## src/rtl/load_store_unit.sv

```systemverilog
// load_store_unit: single-outstanding load/store initiator for a 16-bit data memory.
// Optional byte loads/stores (read-modify-write) when BYTE_ACCESS_EN is defined.
`default_nettype none

module load_store_unit #(
  parameter int READ_LATENCY = 1,
  parameter int MEM_DEPTH    = 512
) (
  input  logic        clk,
  input  logic        rst,
  input  logic        req_valid,
  output logic        req_ready,
  input  logic        req_write,
  input  logic [15:0] req_addr,
  input  logic [15:0] req_wdata,
  input  logic        req_byte,
  input  logic        req_signed,
  output logic        resp_valid,
  input  logic        resp_ready,
  output logic [15:0] resp_rdata,
  output logic        resp_err,
  output logic [15:0] mem_address,
  output logic [15:0] mem_write_data,
  output logic        mem_write_enable,
  output logic        mem_read_enable,
  input  logic [15:0] mem_read_data
);

  typedef enum logic [1:0] {IDLE, READ, WRITE, RESP} state_t;

  localparam logic [3:0] LAST_CNT = 4'(READ_LATENCY - 1);

  state_t      state;
  logic [3:0]  cnt;
  logic        is_write;
  logic [15:0] store_word;
  logic [15:0] addr_q;
  logic [15:0] wdata_q;
  logic        we_q;
  logic        re_q;
  logic        valid_q;
  logic        err_q;
  logic [15:0] rdata_q;

  logic [15:0] req_word;
  logic        req_bad;
  logic        req_is_byte;
  logic        out_of_range;
  logic [15:0] load_data;
  logic [15:0] merge_data;

`ifdef BYTE_ACCESS_EN
  logic       is_byte;
  logic       is_signed;
  logic       byte_sel;
  logic [7:0] sel_byte;

  assign req_is_byte = req_byte;
  assign req_word    = {1'b0, req_addr[15:1]};
  assign req_bad     = !req_byte && req_addr[0];

  assign sel_byte   = byte_sel ? mem_read_data[15:8] : mem_read_data[7:0];
  assign load_data  = !is_byte  ? mem_read_data :
                      is_signed ? {{8{sel_byte[7]}}, sel_byte} : {8'h00, sel_byte};
  assign merge_data = byte_sel ? {store_word[7:0], mem_read_data[7:0]}
                               : {mem_read_data[15:8], store_word[7:0]};
`else
  logic unused_byte_ctl;

  assign req_is_byte     = 1'b0;
  assign req_word        = req_addr;
  assign req_bad         = 1'b0;
  assign load_data       = mem_read_data;
  assign merge_data      = store_word;
  assign unused_byte_ctl = req_byte ^ req_signed;
`endif

  assign out_of_range = 32'(req_word) >= 32'(MEM_DEPTH);

  always_ff @(posedge clk) begin
    if (rst) begin
      state      <= IDLE;
      cnt        <= '0;
      is_write   <= 1'b0;
      store_word <= '0;
      addr_q     <= '0;
      wdata_q    <= '0;
      we_q       <= 1'b0;
      re_q       <= 1'b0;
      valid_q    <= 1'b0;
      err_q      <= 1'b0;
      rdata_q    <= '0;
`ifdef BYTE_ACCESS_EN
      is_byte    <= 1'b0;
      is_signed  <= 1'b0;
      byte_sel   <= 1'b0;
`endif
    end else begin
      case (state)
        IDLE: begin
          if (req_valid) begin
            is_write   <= req_write;
            store_word <= req_wdata;
            cnt        <= '0;
`ifdef BYTE_ACCESS_EN
            is_byte    <= req_byte;
            is_signed  <= req_signed;
            byte_sel   <= req_addr[0];
`endif
            if (out_of_range || req_bad) begin
              state   <= RESP;
              valid_q <= 1'b1;
              err_q   <= 1'b1;
              rdata_q <= '0;
            end else if (req_write && !req_is_byte) begin
              state   <= WRITE;
              we_q    <= 1'b1;
              addr_q  <= req_word;
              wdata_q <= req_wdata;
            end else begin
              state  <= READ;
              re_q   <= 1'b1;
              addr_q <= req_word;
            end
          end
        end
        READ: begin
          if (cnt == LAST_CNT) begin
            re_q <= 1'b0;
            // Byte stores keep the address and reuse it for the write-back.
            if (is_write) begin
              state   <= WRITE;
              we_q    <= 1'b1;
              wdata_q <= merge_data;
            end else begin
              state   <= RESP;
              addr_q  <= '0;
              valid_q <= 1'b1;
              err_q   <= 1'b0;
              rdata_q <= load_data;
            end
          end else begin
            cnt <= cnt + 4'd1;
          end
        end
        WRITE: begin
          state   <= RESP;
          we_q    <= 1'b0;
          addr_q  <= '0;
          wdata_q <= '0;
          valid_q <= 1'b1;
          err_q   <= 1'b0;
          rdata_q <= '0;
        end
        RESP: begin
          if (resp_ready) begin
            state   <= IDLE;
            valid_q <= 1'b0;
            err_q   <= 1'b0;
            rdata_q <= '0;
          end
        end
        default: state <= IDLE;
      endcase
    end
  end

  assign req_ready  = (state == IDLE);
  assign resp_valid = valid_q;
  assign resp_rdata = rdata_q;
  assign resp_err   = err_q;

  // Gated with rst so no strobe can reach memory during a reset cycle.
  assign mem_address      = rst ? 16'h0000 : addr_q;
  assign mem_write_data   = rst ? 16'h0000 : wdata_q;
  assign mem_write_enable = we_q & ~rst;
  assign mem_read_enable  = re_q & ~rst;

endmodule

`default_nettype wire

```

## config.mk

```make
export PLATFORM = sky130hd
export DESIGN_NAME = load_store_unit
export DESIGN_NICKNAME = d
export VERILOG_FILES = /design/src/rtl/load_store_unit.sv
export SDC_FILE = /design/constraint.sdc
export NUM_CORES = 1
export LEC_CHECK = 0
export CORE_MARGIN = 10
export CORE_UTILIZATION = 45
export CTS_BUF_LIST = sky130_fd_sc_hd__clkbuf_4 sky130_fd_sc_hd__clkbuf_8 sky130_fd_sc_hd__clkbuf_16
export CTS_CLUSTER_SIZE = 30
export DETAILED_ROUTE_END_ITERATION = 16
export PLACE_DENSITY = 0.77
export SLEW_MARGIN = 15
export SYNTH_ARGS = -nofsm -noshare
export SYNTH_HDL_FRONTEND = slang
export SYNTH_SLANG_ARGS = --single-unit
```

## constraint.sdc

```tcl
create_clock -name clk -period 2.7 [get_ports clk]
set_input_delay 0.54 -clock clk [delete_from_list [all_inputs] [get_ports clk]]
set_output_delay 0.54 -clock clk [all_outputs]
set_load 0.1 [all_outputs]
```

## After elaboration in Yosys (flattened, before gate mapping)

Index checks and enable logic that the tools add are counted.

- Bits in registers: 75
- Input port bits: 55
- Output and inout bits: 53

- Add/subtract/negate cells: 1
- Magnitude comparators: 1
- Equality and inequality tests: 13
- Muxes and demuxes: 49
- Bitwise operators: 3
- Reduce and logical (&&, ||, !) cells: 11

Operator list:

| kind | count |
|---|---|
| $mux W16 | 16 |
| $pmux W16 S3 | 2 |
| $pmux W16 S4 | 1 |
| $mux W1 | 17 |
| $ge A16 B10 Y1 const B | 1 |
| $ne A2 B2 Y1 const B | 8 |
| $reduce_and A5 Y1 | 3 |
| $mux W2 | 5 |
| $mux W4 | 2 |
| $pmux W1 S4 | 2 |
| $pmux W2 S4 | 1 |
| $pmux W4 S2 | 1 |
| $reduce_and A3 Y1 | 2 |
| $reduce_and A6 Y1 | 1 |
| $add A4 B1 Y4 const B | 1 |
| $eq A2 B2 Y1 const B | 2 |
| $logic_not A4 Y1 | 1 |
| $ne A2 B1 Y1 const B | 2 |
| $pmux W1 S3 | 1 |
| $reduce_bool A3 Y1 | 1 |
| $and A1 B1 Y1 | 2 |
| $eq A2 B1 Y1 const B | 1 |
| $logic_not A2 Y1 | 1 |
| $pmux W1 S2 | 1 |
| other kinds (3) | 3 |

## Depth between registers and ports, before layout

Gate-level depths: netlist of the first run.

- Word-level depth: 4
- Mapped depth: 8
- Depth with buffers taken out: 6

## Worst setup path after synthesis of the first run

OpenSTA, ideal clock, no wires.

- Kind: input-to-output
- Start point: in rst
- End point: out mem_write_data[10]
- Data arrival time: 2.312 ns
- Data required time: 2.160 ns
- Path slack: -0.152 ns
- Cell stages on the path: 3
- Path through: clkbuf_1 -> clkbuf_1 -> nor2b_1

- Longest elaborated chain between the ends: 1

Ends and longest elaborated chain:

| what | line | RTL |
|---|---|---|
| start, declared | 10 | `input logic rst,` |
| $mux W16 | 175 | `assign mem_write_data = rst ? 16'h0000 : wdata_q;` |
| end, declared | 23 | `output logic [15:0] mem_write_data,` |

Every way passes these cells.

## Final worst setup path of the first run

- Start point: reg state[0]
- End point: out req_ready

- Longest elaborated chain between the ends: 1

Ends and longest elaborated chain:

| what | line | RTL |
|---|---|---|
| start, declared | 33 | `state_t state;` |
| start signal, assigned | 82 | `state <= IDLE;` |
| start signal, assigned | 111 | `state <= RESP;` |
| start signal, assigned | 116 | `state <= WRITE;` |
| $logic_not A2 Y1 | 168 | `assign req_ready = (state == IDLE);` |
| end, declared | 12 | `output logic req_ready,` |

Every way passes these cells.

==> impl_summary.md, run 1 <==
Pwr
In this run switching power makes up 45.6% of total power. The worst IR drop on VDD is around 0.7 mV. Cell internal power was estimated by the tool at roughly 3300 µW. The leakage power is 0.00207 µW. The sequential share of power is 24.6%. Of the total power, the clock network draws 17.7%. The power per cell area is 1140 nW/µm². The switching power is 2740 µW. The fraction of power consumed by combinational cells is 57.7%.

Finish
The number of antenna diodes in the final layout is 0. At the end of the flow, the number of nets in the layout was roughly 570. The fill cell total of the finished layout is around 630.

The count of non-filler cells in the finished layout is 610. The area growth from synthesis to layout is 46.5%. The end-of-flow core utilization is about two thirds. The post-route netlist has 24.8% of its cells at a drive strength greater than 1.

Timing
The remaining max-slew budget at the tightest pin is 54.5%. The clock period minus worst slack is 2.27 ns. The setup-violating endpoint count in the final report is 0.

The final total negative setup slack is 0 ns. The top achievable clock speed is 0.441 GHz. The number of endpoints with negative hold slack in the final report came to 0.

Setup repair after global routing left no endpoint under its margin. The clock tree skew after final layout is 0.00706 ns. The max-slew violation count is 0. The worst path uses approximately 84% of the clock period.

The slew at the pin with the worst max-slew slack is 0.683 ns.

Clock tree
Gates resized during post-CTS repair numbered 0. The longest clock path from root to sink contains 2 buffers. The number of buffers inserted by hold repair at cts is 0.

The cell at the root of the clock tree is sky130_fd_sc_hd__clkbuf_8. The number of levels the H-tree was split into is 3. TritonCTS created 9 clock buffers.

The post-CTS clock slew at the launch and capture registers of the worst setup and hold paths is 0.08 ns. The clock latency on the worst-skew pair is 0.35 ns. Post-CTS timing repair inserted 0 buffers for setup.

The tree built by TritonCTS fans out to 75 sinks. The TritonCTS clock tree is yes.

Floorplan
During I/O placement, the number of pins put on the boundary was 108. The initial core utilization is 46.6%. The height of the die is ~110 µm. The count of standard-cell rows is 32. The floorplan step defined a die boundary enclosing between 10000 and 15000 µm². The placeable core area is 7770 µm².

The die is about 110 µm wide.

Route
In this run the remaining antenna-violating nets after routing total 0. After detailed routing, the number of remaining DRC violations is 0. The routed design has approximately 10 mm of wire. In the final routed layout, each cell accounts on average for 16.8 µm. The first detailed-routing pass ran for 5 iterations. The first routing iteration left 153 violations. Dividing the detail-routed via count by the number of cells gives 5.36. The total vias in the final route is 3267.

Critical path
Data on the critical path is required at its endpoint by between 2 and 2.5 ns. In this run the worst path has a maximum fanout of 14. The critical path capture point type is an output port. The classification of the worst setup path is reg2out. The worst setup path is launched from a flop. The critical path arrival is between 1.5 and 2 ns.

Global route
The leftover overflow at the end of global routing is 0. Global routing used 17.2% of the available tracks across all layers. The pin count of the biggest net entering global routing is 34. The number of global-route vias before repair is 3245.

The initial antenna violation count is 0. The global-route wire length before repair is 16.6 mm.

Yosys
The Yosys step of the flow raised 0 warnings. Counting flops with an async set or reset pin after synthesis yields a share of 0%. The most used flip-flop cell after synthesis is sky130_fd_sc_hd__dfxtp_1. The sequential area share after synthesis is 41.5%. The post-synthesis sequential element count is between 70 and 80. Yosys mapped a number of flops with a built-in enable equal to 0. The mean cell area of the mapped netlist is 8.93 µm². In the synthesized netlist, the number of instances is 405.

The net count after synthesis is around 470. The number of different library cells used by synthesis comes to 42. The synthesized area is between 3000 and 4000 µm².

Place
The number of placed instances, taps included, is 594. Port buffering added 105 buffers. Routability-driven placement finished with a final weighted congestion of 0.837.

The half-perimeter wire length of the detailed placement result is 7.59 mm.

Min path
The tightest min-delay check is of the reg2reg type.

Job
The reported max-cap violation count is 0.

Run status
The run finished with clean final reports.
-- Yosys cell counts (all sizes together) (10+ instances only) --
library cell | instances | area share, %
nand4 | 24 | 4.1
and2 | 11 | 1.9
buf | 10 | 2.2
nand2b | 17 | 2.9
nand2 | 37 | 3.9
nand3 | 19 | 2.6
o21ai | 20 | 3.1
clkbuf | 22 | 2.3
a21oi | 55 | 7.9
mux2 | 27 | 9.4
dfxtp | 75 | 41
nor2b | 36 | 6.2
-- cell families (layout without fill, tap and decap cells) --
| family | after synthesis | count (layout) | synth area share, % |
|---|---|---|---|
| xor gates and xnor gates | 3 | 3 | 0.726 |
| and+or+nand+nor | 162 | 162 | 25.1 |
| AOI/OAI and AO/OA | 92 | 92 | 15.6 |
| adders and majority gates | 7 | 7 | 2.42 |
| DFF | 75 | 75 | 41.5 |
| muxes | 27 | 27 | 9.44 |
| buffers and inverters | 39 | 142 | 5.22 |
-- final timing paths --
check	startpoint	to	slack (ns)	depth (start not counted)
max	state[0]$_SDFFE_PP0P_	req_ready	0.43	3
min	merge_data[11]$_SDFFE_PP0P_	merge_data[11]$_SDFFE_PP0P_	0.46	2
max reg2reg	state[0]$_SDFFE_PP0P_	resp_rdata[9]$_SDFFE_PP0P_	0.47	6
min reg2reg	merge_data[11]$_SDFFE_PP0P_	merge_data[11]$_SDFFE_PP0P_	0.46	2
-- final cells by class --
| cell class | instances | area, µm² | share of cell area (%) |
|---|---|---|---|
| clock buffers | 9 | 124 | 2.34 |
| clock inverters | 7 | 124 | 2.34 |
| inverters | 7 | 26.3 | 0.496 |
| multi-input cells | 291 | 1930 | 36.4 |
| flip-flops and latches | 75 | 1500 | 28.3 |
| well taps | 102 | 128 | 2.41 |
| repair buffers | 119 | 1470 | 27.7 |
-- per-stage QoR --
stage                     hold slack (ns)  setup slack, ns  instance area (µm²)  total power, µW
after detailed placement            0.447           0.0887                 5050             4980
after floorplan                     0.437           -0.152                 3620             4100
final                               0.456            0.431                 5300             6020
after CTS                           0.457            0.435                 5300             6050
after global placement              0.442            0.123                 5050             4900
after global routing                0.487            0.296                 5300             6350
-- worst max-delay path, stage by stage (launching register included) --
cell	delay, ns
sky130_fd_sc_hd__dfxtp_1	0.35
sky130_fd_sc_hd__inv_1	0.11
sky130_fd_sc_hd__ha_1	0.53
sky130_fd_sc_hd__buf_4	0.40
-- sequential cells by signal (all words and copies together) (netlist names) --
name and count:
state 2, wdata_q 16, resp_valid 1, re_q 1, resp_err 1, merge_data 16, cnt 4, resp_rdata 16
is_write 1, we_q 1, addr_q 16
-- power by group through the flow --
| stage | Combinational [µW] | Sequential (µW) | Clock (µW) |
|---|---|---|---|
| 2_1_floorplan | 2300 | 1790 | 0 |
| 5_1_grt | 3700 | 1520 | 1140 |
| 6_report | 3470 | 1480 | 1060 |
| 3_5_place_dp | 3470 | 1500 | 0 |
| 4_1_cts | 3490 | 1480 | 1080 |
| 3_3_place_gp | 3410 | 1490 | 0 |
-- metal layers --
metal / routed length (µm) / GRT usage (%) / part of all wire [%] / vias up
met5: 0 / 0 / 0 / -
met4: 127 / 3.81 / 1.2 / 0
met3: 618 / 5.50 / 6.0 / 12
met2: 5320 / 29.3 / 52 / 94
met1: 4200 / 20.8 / 41 / 1555
li1: - / - / - / 1606
-- cell usage in the layout, fill, tap and decap left out, types with 2 or more instances in the layout --
cell type                         instances
sky130_fd_sc_hd__nor2_1                   6
sky130_fd_sc_hd__inv_6                    2
sky130_fd_sc_hd__ha_1                     7
sky130_fd_sc_hd__nand4_1                 24
sky130_fd_sc_hd__inv_1                    7
sky130_fd_sc_hd__nand3_1                 19
sky130_fd_sc_hd__o21ai_0                 19
sky130_fd_sc_hd__mux2_2                  17
sky130_fd_sc_hd__a21bo_2                  7
sky130_fd_sc_hd__or4b_4                   2
sky130_fd_sc_hd__a211o_1                  2
sky130_fd_sc_hd__nor2b_1                 36
sky130_fd_sc_hd__and2_1                  11
sky130_fd_sc_hd__bufinv_16                3
sky130_fd_sc_hd__buf_12                  36
sky130_fd_sc_hd__mux2_4                  10
sky130_fd_sc_hd__nor3_1                   3
sky130_fd_sc_hd__nand2_1                 36
sky130_fd_sc_hd__buf_4                   31
sky130_fd_sc_hd__clkdlybuf4s50_1         51
sky130_fd_sc_hd__and3_1                   2
sky130_fd_sc_hd__dfxtp_1                 75
sky130_fd_sc_hd__nand2b_1                17
sky130_fd_sc_hd__xor2_1                   2
sky130_fd_sc_hd__a21oi_1                 54
sky130_fd_sc_hd__clkbuf_8                 9
No activity file was read; power rests on OpenSTA's default activity.
==> run 2: changes to the inputs <==
==> constraint.sdc (replaced) <==
create_clock -name clk -period 2.2 [get_ports clk]
set_input_delay 0.44 -clock clk [delete_from_list [all_inputs] [get_ports clk]]
set_output_delay 0.44 -clock clk [all_outputs]
set_load 0.1 [all_outputs]
==> run 2 against run 1 <==
  * First-iteration DRC count fell by 16%
  * Non-clock buffer count rose by 11
  * Clock-buffer cell count rose by 3
  * Total power rose by 22%
  * Critical path depth rose by 3
  * Core utilization rose by 1.6 points
  * Final area rose by 2.4%
  * Sequential share of layout area fell by 0.67 points
==> impl_summary.md, run 2 (synthesis results as in run 1) <==
Run status
The run finished with clean final reports.

Finish
The antenna diode count is 0 (unchanged). The area growth from synthesis to layout is 50.0%. The fill cell total of the finished layout is 583 (-7.9%). The top cell types in the final layout, fill and taps aside, are sky130_fd_sc_hd__dfxtp_1 (75), sky130_fd_sc_hd__a21oi_1 (54), sky130_fd_sc_hd__clkdlybuf4s50_1 (51). The share of cells above drive strength 1 is 28.7% (+3.9 points). The library cell used most frequently in the layout, excluding fill and tap cells, is sky130_fd_sc_hd__dfxtp_1. The net count of the finished layout is 576 (+1.9%).

The count of non-filler cells in the finished layout is 621 (+1.8%).

Critical path
The launching element type of the critical path is an input pin. The largest incremental delay on the critical path is 0.57 ns (+0.04 ns). The count of buffering cells on the critical path with inverters included was 2 (unchanged).

The worst setup path is of the in2reg kind. The critical path capture point type is a flop. Traced cell by cell, the critical path runs through clkdlybuf4s50_1 > or4_4 > o21ai_4 > and3_1 > buf_12 > mux2_2.

The cell family contributing the most delay on the critical path is simple AND/OR/NAND/NOR gates. For this design, the slowest cell found on the critical path is sky130_fd_sc_hd__or4_4. The required time of the worst setup path is 2.44 ns (+0.28 ns).

The critical path arrival is 2.36 ns (+0.63 ns). The maximum fanout encountered on the critical timing path is 17 (+3).

Route
The count of nets left with antenna violations after detail routing is 0 (unchanged). The total vias in the final route is 3329 (+1.9%). The first-pass iteration count of the detailed router came to 4 (-1). The via density per instance is 5.36 (about the same).

The routed wire length per instance came to 16.4 µm (-2.9%). The DRC violations left is 0 (unchanged). The initial DRC count is 129 (-16%). The total wirelength of the detailed-routed design is 10.2 mm (-1.1%).

Clock tree
The number of levels the H-tree was split into is 3 (unchanged). The clock latency on the worst-skew pair is 0.35 ns (about the same). The number of buffers on the longest clock path was 2 (unchanged). The post-CTS clock slew at the launch and capture registers of the worst setup and hold paths is 0.08 ns (about the same). The number of clock sinks is 75 (unchanged). The number of clock buffers inserted by TritonCTS came to 9 (unchanged). TritonCTS built the clock tree. The buffers inserted during post-CTS setup optimization is 0 (unchanged).

CTS placed an instance of sky130_fd_sc_hd__clkbuf_8 at the clock tree root. The number of buffers inserted by hold repair at cts is 0 (unchanged).

Floorplan
The height of the die is 110 µm (unchanged). The count of standard-cell rows was 32 (unchanged). The initial core utilization is 46.6% (unchanged). The placeable core area is 7770 µm² (unchanged). The I/O pin total came to 108 (unchanged). The die outline width is 110 µm (unchanged). The area enclosed by the die boundary was 12000 µm² (unchanged).

Global route
The global router's overall resource usage is 16.9% (-0.30 points). The leftover overflow at the end of global routing was 0 (unchanged). The global-route wire length before repair was 16.4 mm (-1.2%).

The initial antenna violation count is 0 (unchanged). The number of global-route vias before repair is 3237 (-0.25%). The pin count of the biggest net entering global routing is 34 (unchanged).

Min path
The path class of the tightest hold or removal check is reg2reg.

Timing
The worst path uses 96.7% of the clock period. The clock tree skew after final layout is 0.00678 ns (-0.000285 ns). The setup-violating endpoint count in the final report is 0 (unchanged).

The post-route worst hold slack is 0.460 ns (+0.00332 ns). Subtracting the final worst setup slack from the clock period gives 2.13 ns. The remaining max-slew budget at the tightest pin is 40.2% (-14 points). The slew at the pin with the worst max-slew slack is 0.893 ns (+0.210 ns). The top achievable clock speed is around 0.47 GHz.

The number of endpoints with negative hold slack in the final report is 0 (unchanged). The max-slew violation count is 0 (unchanged). Setup repair after global routing left no endpoint under its margin. The final worst-path setup slack came to 0.0727 ns (-0.358 ns).

Job
The reported max-cap violation count is 0 (unchanged).

Place
The half-perimeter wire length of the detailed placement result is 7.43 mm (-2.2%). The placed instance count came to 605 (+1.9%). The routability congestion estimate is 0.823 (-1.6%).

The pre-CTS worst setup slack was -0.288 ns (-0.377 ns). The count of buffers from port buffering is 105 (unchanged).

Pwr
The worst IR drop on VDD came to 1.00 mV (+41%). The leakage power is 0.00213 µW (+2.8%). The power per cell area is 1350 nW/µm² (+19%).
## run 2: tightest hold or removal path, delay by kind of cell (launching register included)
kind / cells / cell delay (ns)
simple gates: 1 / 0.05
flops: 1 / 0.31
compound gates: 1 / 0.05
## run 2: per-stage QoR
stage / TNS (ns) / power, µW / instance area, µm² / util (%)
3_3_place_gp: -7.22 / 6160 / 5220 / 67.1
4_1_cts: 0 / 7360 / 5420 / 69.8
2_1_floorplan: -17.28 / 5090 / 3660 / -
5_1_grt: 0 / 7710 / 5430 / 69.9
3_5_place_dp: -7.98 / 6260 / 5220 / 67.1
6_report: 0 / 7340 / 5430 / 69.9
## run 2: what timing repair did
item	CTS	global route
gates resized for setup	0	2
endpoints found under the hold margin	0	0
setup endpoints to repair	0	8
## run 2: final timing paths
path | from | to | slack, ns | cells past startpoint
worst min-delay path | merge_data[0]$_SDFFE_PP0P_ | merge_data[0]$_SDFFE_PP0P_ | 0.46 | 2
worst min register to register | merge_data[0]$_SDFFE_PP0P_ | merge_data[0]$_SDFFE_PP0P_ | 0.46 | 2
worst max register to register | cnt[0]$_SDFFE_PP0P_ | wdata_q[6]$_SDFFE_PP0P_ | 0.14 | 7
worst max-delay path | req_addr[10] | wdata_q[6]$_SDFFE_PP0P_ | 0.07 | 6
## run 2: layer usage
layer	vias to the layer above	global-route usage, %	wire length [µm]
met5	-	0	0
met1	1583	20.0	4180
li1	1630	-	-
met4	0	5.58	167
met2	101	29.0	5240
met3	15	4.74	563
## run 2: cell type report
cell class	instances	area [µm²]	area share, %
multi-input cells	291	1970	36.4
repair buffers	130	1590	29.3
clock buffers	12	159	2.93
flip-flops and latches	75	1500	27.7
inverters	7	26.3	0.484
well taps	102	128	2.35
clock inverters	4	48.8	0.899
## run 2: where the power goes
group | internal (µW) | switching, µW
Combinational | 1700 | 2720
Clock | 597 | 504
Sequential | 1690 | 124
==> run 3: changes to the inputs <==
--- a/config.mk
+++ b/config.mk
@@ -15,3 +15,4 @@
 export SYNTH_ARGS = -nofsm -noshare
 export SYNTH_HDL_FRONTEND = slang
 export SYNTH_SLANG_ARGS = --single-unit
+export TNS_END_PERCENT = 50
==> run 3 against run 2 <==
  * Sequential share of layout area fell by 0.051 points
  * Setup slack got worse by 0.0010 ns
  * Die area did not move
  * Register-to-register slack got worse by 0.02 ns
  * Global-route usage barely moved
  * Maximum frequency barely moved
  * Worst hold slack got worse by 0.0031 ns
  * Critical path depth did not move
  * Via count fell by 0.33%
  * Critical endpoint unchanged
==> impl_summary.md, run 3 (synthesis results as in run 1) <==
Global route
The leftover overflow at the end of global routing is 0 (unchanged). The initial antenna violation count is 0 (unchanged). The global-route wire length before repair is 16.3 mm (-0.46%). The global router's overall resource usage came to 16.9% (-0.028 points).

The pin count of the biggest net entering global routing is 39 (+15%). The number of global-route vias before repair was 3323 (+2.7%).

Clock tree
The number of buffers on the longest clock path came to 2 (unchanged). The buffers inserted during post-CTS setup optimization was 0 (unchanged). The TritonCTS clock tree is yes. The cell at the root of the clock tree is sky130_fd_sc_hd__clkbuf_8. The number of clock sinks is 75 (unchanged). The post-CTS clock slew at the launch and capture registers of the worst setup and hold paths is 0.08 ns (about the same). The clock latency on the worst-skew pair is 0.35 ns (about the same). The number of clock buffers inserted by TritonCTS is 9 (unchanged). The number of levels the H-tree was split into was 3 (unchanged). The number of buffers inserted by hold repair at cts is 0 (unchanged).

Timing
The final cycle utilization of the critical path is 96.7% (about the same). The final worst-path setup slack came to 0.0716 ns (-0.00104 ns). The max-slew violation count is 0 (unchanged).

The clock tree skew after final layout is 0.0111 ns (+0.00429 ns). The final total negative setup slack was 0 ns (unchanged). The top achievable clock speed is 0.470 GHz (about the same). The slew at the pin with the worst max-slew slack was 0.428 ns (-0.465 ns). The clock period minus worst slack is 2.13 ns (+0.00104 ns).

The setup-violating endpoint count in the final report came to 0 (unchanged). The number of endpoints with negative hold slack in the final report was 0 (unchanged). The remaining max-slew budget at the tightest pin was 71.3% (+31 points).

The post-route worst hold slack is 0.456 ns (-0.00309 ns).

Critical path
The largest incremental delay on the critical path is 0.58 ns (about the same). The kind of cell with the highest combined delay along the critical path is simple AND/OR/NAND/NOR gates. The highest-delay cell along the critical path is sky130_fd_sc_hd__or4_4. The critical path arrival is 2.37 ns (about the same). The maximum fanout encountered on the critical timing path is 17 (unchanged).

The launching element type of the critical path is an input pin. The signal on the critical path passes through clkdlybuf4s50_1 > or4_4 > o21ai_4 > and3_1 > buf_12 > mux2_2. The classification of the worst setup path is in2reg. The required time of the worst setup path is 2.44 ns (about the same). The critical path capture point type is a flop. The count of buffering cells on the critical path with inverters included is 2 (unchanged).

Route
The DRC violations left is 0 (unchanged). The initial DRC count is 122 (-5.4%). The first-pass iteration count of the detailed router is 4 (unchanged).

The count of nets left with antenna violations after detail routing is 0 (unchanged). The total wirelength of the detailed-routed design is 10.2 mm (+0.15%). The routed wire length per instance is 16.4 µm (about the same).

The total vias in the final route is 3318 (-0.33%). The via density per instance is 5.33 (-0.49%).

Finish
The share of cells above drive strength 1 was 27.3% (-1.4 points). The commonest non-fill, non-tap cell in the layout is sky130_fd_sc_hd__dfxtp_1. Relative to the synthesized area, the layout overhead comes to 50.3%. The combined area of the multi-input logic cells is 1950 µm² (-1.3%). The top cell types in the final layout, fill and taps aside, are sky130_fd_sc_hd__dfxtp_1 (75), sky130_fd_sc_hd__a21oi_1 (54), sky130_fd_sc_hd__clkdlybuf4s50_1 (51). The net count of the finished layout is 578 (+0.35%). The fill cell total of the finished layout was 612 (+5.0%). The area taken by flip-flops and latches is 1500 µm² (unchanged).

The antenna diode count is 0 (unchanged).

Place
The routability congestion estimate is 0.786 (-4.6%). The half-perimeter wire length of the detailed placement result came to 7.42 mm (about the same). The pre-CTS worst setup slack is -0.279 ns (+0.00950 ns).

The count of buffers from port buffering is 105 (unchanged).

Floorplan
The area enclosed by the die boundary is 12000 µm² (unchanged). The initial core utilization was 46.6% (unchanged). The count of standard-cell rows came to 32 (unchanged). The height of the die is 110 µm (unchanged). The I/O pin total is 108 (unchanged). The placeable core area is 7770 µm² (unchanged). The die outline width was 110 µm (unchanged).

Job
The reported max-cap violation count is 0 (unchanged).

Pwr
The worst IR drop on VDD came to 0.893 mV (-11%). The leakage power came to 0.00214 µW (+0.52%). The power per cell area is 1390 nW/µm² (+2.6%).

Run status
The flow ran to the end, and the final reports show no timing, DRC or antenna violations.

Min path
The path class of the tightest hold or removal check is reg2reg.
run 3: cell types whose count changed in the layout (fill, tap and decap cells not counted), moves of 2 or more:
cell / delta
sky130_fd_sc_hd__nor2b_2: -10
sky130_fd_sc_hd__nor2b_1: +10
sky130_fd_sc_hd__buf_4: +2
sky130_fd_sc_hd__bufinv_16: +2
sky130_fd_sc_hd__clkinv_2: -2
run 3: final cells by class:
cell class | count | share of cell area (%)
multi-input cells | 291 | 35.8
repair buffers | 132 | 29.3
flip-flops and latches | 75 | 27.6
clock buffers | 11 | 2.67
well taps | 102 | 2.35
clock inverters | 4 | 1.82
inverters | 7 | 0.483
run 3: stage by stage:
| step | total power [µW] | area [µm²] | std cells | util, % |
|---|---|---|---|---|
| 2_1_floorplan | 5080 | 3630 | 405 | - |
| 4_1_cts | 7580 | 5430 | 622 | 70.0 |
| 5_1_grt | 7940 | 5440 | 622 | 70.0 |
| 3_5_place_dp | 6270 | 5190 | 607 | 66.8 |
| 3_3_place_gp | 6190 | 5190 | 607 | 66.8 |
| 6_report | 7550 | 5440 | 622 | 70.0 |
run 3: worst register-to-register path, cell delays in order, from the launching register on:
cell                      delay [ns]
sky130_fd_sc_hd__dfxtp_1        0.33
sky130_fd_sc_hd__inv_1          0.09
sky130_fd_sc_hd__ha_2           0.20
sky130_fd_sc_hd__or3b_2         0.47
sky130_fd_sc_hd__o21ai_1        0.13
sky130_fd_sc_hd__and3_1         0.21
sky130_fd_sc_hd__buf_12         0.18
sky130_fd_sc_hd__mux2_2         0.35
run 3: metal layers:
| layer | up-vias | share of wire (%) | global-route usage [%] |
|---|---|---|---|
| li1 | 1637 | - | - |
| met1 | 1575 | 42 | 19.4 |
| met2 | 93 | 48 | 28.0 |
| met3 | 13 | 8.7 | 6.73 |
| met4 | 0 | 1.6 | 6.04 |
| met5 | - | 0 | 0 |
run 3: final timing paths:
path | to | start | depth (start not counted) | slack (ns)
setup / recovery | wdata_q[6]$_SDFFE_PP0P_ | req_addr[10] | 6 | 0.07
hold / removal | merge_data[11]$_SDFFE_PP0P_ | merge_data[11]$_SDFFE_PP0P_ | 2 | 0.46
hold reg to reg | merge_data[11]$_SDFFE_PP0P_ | merge_data[11]$_SDFFE_PP0P_ | 2 | 0.46
setup reg to reg | wdata_q[6]$_SDFFE_PP0P_ | cnt[1]$_SDFFE_PP0P_ | 7 | 0.12
run 3: power by group:
| part | internal [µW] | total (µW) | switching, µW |
|---|---|---|---|
| Clock | 794 | 1310 | 515 |
| Sequential | 1690 | 1820 | 121 |
| Combinational | 1720 | 4430 | 2710 |
| Total | 4200 | 7550 | 3350 |
run 3: repair_timing:
action	in CTS	in global routing
endpoints found under the hold margin	0	0
resized for setup	0	3
setup endpoints to repair	0	27
